===== config.mk =====
export PLATFORM = sky130hd
export DESIGN_NAME = btn_event_scheduler
export DESIGN_NICKNAME = d
export VERILOG_FILES = /design/src/rtl/btn_event_scheduler.sv
export SDC_FILE = /design/constraint.sdc
export NUM_CORES = 1
export LEC_CHECK = 0
export ABC_AREA = 1
export BUFFER_PORTS_ARGS = -buffer_cell sky130_fd_sc_hd__buf_2
export CORE_MARGIN = 2
export CORE_UTILIZATION = 50
export DETAILED_ROUTE_END_ITERATION = 16
export GPL_TIMING_DRIVEN = 0
export HOLD_SLACK_MARGIN = 0.05
export PLACE_DENSITY = 0.68
export RECOVER_POWER = 25
export SETUP_SLACK_MARGIN = 0.1
export SKIP_LAST_GASP = 1
export SYNTH_ARGS = -nofsm -noshare
export SYNTH_HDL_FRONTEND = slang
export SYNTH_SLANG_ARGS = --single-unit

===== constraint.sdc =====
create_clock -name clk -period 2.16 [get_ports clk]
set_input_delay 0.108 -clock clk [delete_from_list [all_inputs] [get_ports clk]]
set_output_delay 0.108 -clock clk [all_outputs]
set_load 0.005 [all_outputs]

===== src/rtl/btn_event_scheduler.sv =====
`default_nettype none
// =============================================================================
// Module   : btn_event_scheduler
// Brief    : Four-button debouncer feeding a round-robin event arbiter with a
//            valid/ready event port. A free-running prescaler produces the
//            sample strobe. Long-press events are compiled in when the macro
//            BTN_LONG_PRESS_EN is defined. Without it, evt_long is tied low.
// Revision : 1.0 - initial release
// =============================================================================
module btn_event_scheduler #(
    parameter int DIV_W      = 19,
    parameter int LONG_TICKS = 64
) (
    input  logic       clk,
    input  logic       clr,
    input  logic [3:0] btn_raw,
    input  logic       evt_ready,
    output logic       evt_valid,
    output logic [1:0] evt_id,
    output logic       evt_long,
    output logic [3:0] btn_level,
    output logic       tick
);

    typedef enum logic [0:0] {
        ST_IDLE  = 1'b0,
        ST_OFFER = 1'b1
    } state_t;

    // Prescaler and debounce state
    logic [DIV_W-1:0] r_presc;
    logic             w_tick;
    // Two stored samples per button; together with the bit captured on the
    // current tick they form the three-sample debounce window.
    logic [1:0]       r_samp [4];
    logic [3:0]       r_level;
    logic [3:0]       w_all1;
    logic [3:0]       w_all0;
    logic [3:0]       w_rise;

    // Pending events and arbiter
    logic [3:0]       r_pend;
    logic [3:0]       w_cand;
    logic [3:0]       w_srv;
    logic [3:0]       w_srv_short;
    logic             w_hs;
    logic [1:0]       w_win;
    state_t           r_state;
    logic             r_evt_valid;
    logic [1:0]       r_evt_id;
    logic [1:0]       r_last_grant;

`ifdef BTN_LONG_PRESS_EN
    localparam int c_HOLD_W = $clog2(LONG_TICKS + 1);

    logic [c_HOLD_W-1:0] r_hold [4];
    logic [3:0]          r_lpend;
    logic [3:0]          w_lset;
    logic [3:0]          w_srv_long;
    logic                r_evt_long;
    logic                w_win_long;
`else
    // Keeps LONG_TICKS referenced when the long-press logic is compiled out.
    logic                w_unused_long_ticks;
    assign w_unused_long_ticks = ^LONG_TICKS;
`endif

    // Free-running prescaler; wraps naturally from all-ones to zero.
    always_ff @(posedge clk) begin
        if (!clr) begin
            r_presc <= '0;
        end else begin
            r_presc <= r_presc + DIV_W'(1);
        end
    end

    assign w_tick = &r_presc;

    // Window decode on the value the sample register takes this tick.
    always_comb begin
        w_all1 = '0;
        w_all0 = '0;
        for (int i = 0; i < 4; i++) begin
            w_all1[i] = ({r_samp[i], btn_raw[i]} == 3'b111);
            w_all0[i] = ({r_samp[i], btn_raw[i]} == 3'b000);
        end
    end

    // Sample raw buttons on each tick and apply set/clear hysteresis.
    always_ff @(posedge clk) begin
        if (!clr) begin
            for (int i = 0; i < 4; i++) begin
                r_samp[i] <= '0;
            end
            r_level <= '0;
        end else if (w_tick) begin
            for (int i = 0; i < 4; i++) begin
                r_samp[i] <= {r_samp[i][0], btn_raw[i]};
            end
            r_level <= (r_level | w_all1) & ~w_all0;
        end
    end

    // A press is the tick on which a low level sees three high samples.
    assign w_rise = {4{w_tick}} & w_all1 & ~r_level;

    // Handshake decode: one-hot of the button whose event is being accepted.
    assign w_hs  = r_evt_valid & evt_ready;
    assign w_srv = w_hs ? (4'b0001 << r_evt_id) : 4'b0000;

`ifdef BTN_LONG_PRESS_EN
    assign w_srv_short = r_evt_long ? 4'b0000 : w_srv;
    assign w_srv_long  = r_evt_long ? w_srv : 4'b0000;
    assign w_cand      = r_pend | r_lpend;
`else
    assign w_srv_short = w_srv;
    assign w_cand      = r_pend;
`endif

    // Short-press pending bits; a new press in the serve cycle wins.
    always_ff @(posedge clk) begin
        if (!clr) begin
            r_pend <= '0;
        end else begin
            r_pend <= (r_pend & ~w_srv_short) | w_rise;
        end
    end

`ifdef BTN_LONG_PRESS_EN
    // The long event fires on the tick that takes the hold count to LONG_TICKS.
    always_comb begin
        w_lset = '0;
        for (int i = 0; i < 4; i++) begin
            w_lset[i] = w_tick && r_level[i] &&
                        (r_hold[i] == c_HOLD_W'(LONG_TICKS - 1));
        end
    end

    // Saturating hold counters and long-press pending bits.
    always_ff @(posedge clk) begin
        if (!clr) begin
            for (int i = 0; i < 4; i++) begin
                r_hold[i] <= '0;
            end
            r_lpend <= '0;
        end else begin
            for (int i = 0; i < 4; i++) begin
                if (!r_level[i]) begin
                    r_hold[i] <= '0;
                end else if (w_tick && (r_hold[i] != c_HOLD_W'(LONG_TICKS))) begin
                    r_hold[i] <= r_hold[i] + c_HOLD_W'(1);
                end
            end
            r_lpend <= (r_lpend & ~w_srv_long) | w_lset;
        end
    end
`endif

    // Round-robin pick: scanning downward lets the nearest index after
    // last_grant overwrite the farther ones; last_grant itself is last.
    always_comb begin
        w_win = r_last_grant;
        for (int k = 4; k >= 1; k--) begin
            if (w_cand[r_last_grant + 2'(k)]) begin
                w_win = r_last_grant + 2'(k);
            end
        end
    end

`ifdef BTN_LONG_PRESS_EN
    // Short events go first when both kinds are pending for the winner.
    assign w_win_long = ~r_pend[w_win];
`endif

    // Arbiter FSM with registered event outputs.
    always_ff @(posedge clk) begin
        if (!clr) begin
            r_state      <= ST_IDLE;
            r_evt_valid  <= 1'b0;
            r_evt_id     <= 2'd0;
            r_last_grant <= 2'd3;
`ifdef BTN_LONG_PRESS_EN
            r_evt_long   <= 1'b0;
`endif
        end else begin
            case (r_state)
                ST_IDLE: begin
                    if (|w_cand) begin
                        r_state     <= ST_OFFER;
                        r_evt_valid <= 1'b1;
                        r_evt_id    <= w_win;
`ifdef BTN_LONG_PRESS_EN
                        r_evt_long  <= w_win_long;
`endif
                    end
                end
                ST_OFFER: begin
                    if (evt_ready) begin
                        r_state      <= ST_IDLE;
                        r_evt_valid  <= 1'b0;
                        r_last_grant <= r_evt_id;
                    end
                end
                default: begin
                    r_state     <= ST_IDLE;
                    r_evt_valid <= 1'b0;
                end
            endcase
        end
    end

    assign evt_valid = r_evt_valid;
    assign evt_id    = r_evt_id;
`ifdef BTN_LONG_PRESS_EN
    assign evt_long  = r_evt_long;
`else
    assign evt_long  = 1'b0;
`endif
    assign btn_level = r_level;
    assign tick      = w_tick;

endmodule
`default_nettype wire

Yosys cells after proc, flatten, opt, wreduce, memory -nomap -nowiden

Memories as Yosys holds them, arrays and structs flattened.
Cells that the tools add are included.

Output and inout bits: 9
Memories kept: 1
Bits in writable memories: 8
Register bits after elaboration: 33
Bits in read-only memories: 0
Logic and storage cells: 70
Bits in latches: 0

Bitwise gates (word level): 15
Reduce and logical (&&, ||, !) cells: 9
Eq/ne operators: 6
Divide/modulo/power cells: 0
Multiplexer cells: 24
Multiply operators: 0
$add $sub $neg: 4
$lt $le $gt $ge: 3
Shift operators: 1

Memories:

| memory | depth | bits a word | rd ports | clocked after memory_dff | wr ports | line | RTL |
|---|---|---|---|---|---|---|---|
| r_samp | 4     | 2           | 4        | 0                        | 4        | 35   | `logic [1:0] r_samp [4];` |

Operator list:

| kind                                                        | number |
|---|---|
| adder 19 x 1 -> 19 bit (second input constant)              | 1 |
| AND reduction 19 bit                                        | 1 |
| bitwise AND 4 bit                                           | 4 |
| 2-to-1 mux 2 bit                                            | 7 |
| equality test 3 bit (second input constant)                 | 4 |
| zero test 3 bit                                             | 4 |
| NOT 4 bit                                                   | 3 |
| 2-to-1 mux 1 bit                                            | 11 |
| less-than comparator 2 x 3 -> 1 bit (second input constant) | 3 |
| OR 4 bit                                                    | 2 |
| binary-select mux 1 bit (select 2 bit)                      | 3 |
| AND reduction 2 bit                                         | 3 |
| adder 2 bit (second input constant)                         | 2 |
| 2-to-1 mux 4 bit                                            | 1 |
| inequality test 2 bit (second input constant)               | 2 |
| OR 1 bit                                                    | 4 |
| one-hot mux 1 bit (2 select lines)                          | 2 |
| OR reduction 4 bit                                          | 1 |
| left shift 1 x 2 -> 4 bit (first input constant)            | 1 |
| adder 2 x 1 -> 2 bit (second input constant)                | 1 |
| bitwise AND 1 bit                                           | 1 |
| NOT 1 bit                                                   | 1 |

Depth between registers and ports, before layout

Word-level depth: 6
Depth in mapped cells: 11
Mapped depth without buffers: 10

Least setup slack after synthesis

OpenSTA, ideal clock, no wires.

Path kind: flip-flop to flip-flop
Start: register r_presc[0]
End: memory r_samp[0][0] (enable)
Data arrival time: 1.494 ns
Clock period less this slack: 1.827 ns
Cell stages (with the launch flop): 8
Slack: 0.333 ns
Data required time: 1.827 ns
Cell sequence: dfxtp_1 > ha_1 > nand3_2 > nor2_4 > nand3_2 > nor2_4 > nand2_2 > nand2_1

RTL lines:

| what                   | line | RTL |
|---|---|---|
| start, declared        | 31   | `logic [DIV_W-1:0] r_presc;` |
| start signal, assigned | 73   | `r_presc <= r_presc + DIV_W'(1);` |
| end, declared          | 35   |  |

Final worst setup path

Start: register r_presc[0]
End: output port tick

Word-level cells in the longest chain between the ends: 1

Ends and longest elaborated chain:

| what                 | line | RTL |
|---|---|---|
| AND reduction 19 bit | 77   | `assign w_tick = &r_presc;` |
| end, declared        | 22   | `output logic tick` |

No other way between the ends.

==> impl_metrics.json <==
{
  "timing.critical_path.cells": "ha_1 > nand3_1 > nor2_4 > nand2_2 > nor2_4 > nand3_2 > nor2_4 > buf_2",
  "seq_power_share_pct": 53.4,
  "synthDominantAreaCellType": "sky130_fd_sc_hd__dfxtp_1",
  "path_clk_slew_ns": 0.08,
  "swShare_pct": 20.6,
  "port-buffer-count": 14,
  "postLayoutSetupSlackWorst_ns": 0.238,
  "final_net_count": 301,
  "clock_tree.htree_level_count": 2,
  "grt_antenna_before_repair": 0,
  "first_global_vias": 1663,
  "power_per_cell_area_mw_per_mm2": 651,
  "die_area_mm2": 0.00457,
  "setup_viol_count_final": 0,
  "mappedNetlistArea_mm2": 0.00202,
  "top_count_cell_post_synth": "sky130_fd_sc_hd__nand2_1",
  "clock_power_share_pct": 43.1,
  "yosys.area.top_type_share_pct": 32.6,
  "post_synth_main_area_contributors": "sky130_fd_sc_hd__dfxtp_1, sky130_fd_sc_hd__edfxtp_1, sky130_fd_sc_hd__nand2_1",
  "power.net_switching_uw": 307,
  "share_of_flip_flops_with_an_asynchronous_set_or_reset_after_synthesis_pct": 0,
  "synth_fp_nets": 277,
  "drt_iter0_drc": 67,
  "grt_usage_pct": 20.2,
  "setup.worst_path.start_class": "register",
  "grt_first_pass_wirelength_um": 6910,
  "die_width_um": 67.6,
  "synth.yosys.seq_area_share_pct": 44.5,
  "internal_power_uw": 1190,
  "tritoncts": "built",
  "route.final.wire_length_um": 3940,
  "floorplan.die.height_um": 67.6,
  "fin_util_pct": 58.2,
  "gr-total-overflow": 0,
  "synthTopCellsByCount": "sky130_fd_sc_hd__nand2_1, sky130_fd_sc_hd__inv_1, sky130_fd_sc_hd__dfxtp_1",
  "worstMarginPinSlew_ns": 0.617,
  "ys_ff_latch": 41,
  "cts_hold_buf": 0,
  "power.total_uw": 1490,
  "max_cap_violations": 0,
  "via_count": 1742,
  "setup_tns_ns": 0,
  "drive_gt1_share_pct": 15.6,
  "timing.max_slew.rel_slack_pct": 58.9,
  "place_area_mm2": 0.00216,
  "timing.final.crit_share_pct": 89.0,
  "detail-route-antenna-nets": 0,
  "cts_inserted_buffers": 5,
  "clkLatencyLatePin_ns": 0.30,
  "drt_pre_antenna_iters": 4,
  "critical_path_buf_inv_count": 1,
  "postSynth.topFlopCell": "sky130_fd_sc_hd__dfxtp_1",
  "max-clock-path-buffers": 2,
  "drc": 0,
  "finalInstanceArea_mm2": 0.00229,
  "vdd.ir_drop.worst_mv": 0.413,
  "area_of_the_core_region_mm2": 0.00394,
  "dominant_cell_type_by_count_on_the_critical_path": "sky130_fd_sc_hd__nor2_4",
  "ff2ff_setup_slack_ns": 0.33,
  "crit_family": "simple AND/OR/NAND/NOR gates",
  "crit_slowest_cell": "sky130_fd_sc_hd__dfxtp_2",
  "power.static_leakage_uw": 0.000910,
  "syn2layout_area_growth_pct": 13.3,
  "pre_cts_ws_ns": -0.0226,
  "clock_tree.root_cell": "sky130_fd_sc_hd__clkbuf_8",
  "category_of_the_most_critical_setup_path": "reg -> out",
  "synth_warn": 0,
  "hold_viol_final": 0,
  "final_max_slew_viol_count": 0,
  "critPathCaptureType": "output pin",
  "syn-instance-count": 269,
  "timing.critical_path.required_ns": 2.05,
  "outcome": "complete, no violations",
  "hold_class": "in -> reg",
  "slowest_delay_ns": 0.39,
  "detailedPlacementHpwl_um": 2910,
  "gp_routability_congestion": 0.746,
  "avgSynthCellArea_um2": 7.53,
  "combinationalPowerShare_pct": 3.5,
  "io_pins": 16,
  "netlist-cell-type-count": 30,
  "post-route-min-period_ns": 1.92,
  "std_cell_rows": 23,
  "floorplan.initialDensity_pct": 51.3,
  "clkSinkCount": 41,
  "cp.arrival_ns": 1.81,
  "grt_start_max_net_pins": 13,
  "synth_edf_count": 8,
  "finalClockSkew_ns": 0.00939,
  "antennaDiodeCount": 0,
  "unrepaired_setup_endpoints_after_global_routing": "false",
  "vias_per_cell": 5.06,
  "maximum_clock_rate_ghz": 0.520,
  "critPathMaxFanout": 6,
  "routed_wire_length_per_instance_um": 11.5
}
==> path summary, 6_finish.rpt <==
| check | start | end | cells past startpoint |
|---|---|---|---|
| max reg2reg | r_presc[0]$_SDFF_PN0_ | r_samp[3][1]$_SDFFCE_PN0P_ | 7 |
| min reg2reg | r_presc[17]$_SDFF_PN0_ | r_presc[17]$_SDFF_PN0_ | 2 |
| min | evt_ready | r_state$_SDFF_PN0_ | 4 |
| max | r_presc[0]$_SDFF_PN0_ | tick | 8 |
==> final cells by class <==
class	instances	area [um2]
fillers	390	1650
multi-input cells	179	936
flip-flops and latches	41	902
inverters	44	165
repair buffers	17	88.8
clock buffers	7	86.3
well taps	50	62.6
clock inverters	1	30.0
plain buffers	5	23.8
==> cells in the final DEF (no fill, tap or decap), drive strengths merged, types with 6 or more instances in the layout <==
master / count
nand4: 6
edfxtp: 8
nand3: 16
nor3: 9
dfxtp: 33
o21ai: 18
a21oi: 26
nand2: 60
inv: 44
nor2: 27
clkbuf: 13
buf: 16
==> flip-flops by register name, summed over array words and instances (netlist names) <==
signal	flops
r_presc	19
r_samp	8
btn_level	4
r_pend	4
evt_id	2
r_last_grant	2
evt_valid	1
r_state	1
==> metal layers <==
layer	global-route usage (%)	wire length (um)	up-vias
met5	0	0	-
met4	7.65	65	0
met3	5.50	125	5
met2	35.3	1900	17
met1	23.3	1850	803
li1	-	-	917
==> power by group through the flow <==
stage	logic [uW]	clock network, uW	registers, uW
after detailed placement	51.4	0	816
after global routing	61.2	684	799
after global placement	51.2	0	815
after floorplan	36.5	0	814
after CTS	52.9	656	798
final	52.1	643	798
==> logic make-up (layout without fill, tap and decap cells) <==
family                   after synthesis  count (layout)  share of synthesized area, %
AND/OR/NAND/NOR                      125             125                          31.3
AO/OA/AOI/OAI                         50              50                          13.1
buffers and inverters                 49              74                          9.39
flip-flops                            41              41                          44.5
XOR/XNOR                               2               2                         0.865
adder cells (fa/ha/maj)                1               1                         0.618
other                                  1               1                         0.185
==> metrics by stage <==
stage | hold slack (ns) | instances
finish | 0.125 | 344
global route | 0.149 | 344
CTS | 0.110 | 341
detailed placement | 0.430 | 333
global placement | 0.426 | 333
floorplan | 0.293 | 269
==> worst reg2reg max path, stage by stage (launching register included) <==
cell and delay (ns):
sky130_fd_sc_hd__dfxtp_2 0.39, sky130_fd_sc_hd__ha_1 0.19, sky130_fd_sc_hd__nand3_1 0.17, sky130_fd_sc_hd__nor2_4 0.18, sky130_fd_sc_hd__nand3_2 0.13, sky130_fd_sc_hd__nor2_4 0.18
sky130_fd_sc_hd__nand2_2 0.13, sky130_fd_sc_hd__nand2_4 0.17
==> timing repair <==
item	CTS	global route
pin swaps	0	1
gates resized for setup	2	1
gates cloned	0	0
buffers inserted	0	3
endpoints found under the hold margin	0	0
setup endpoints to repair	9	10
Note: power is estimated with default switching activity, not from simulation.
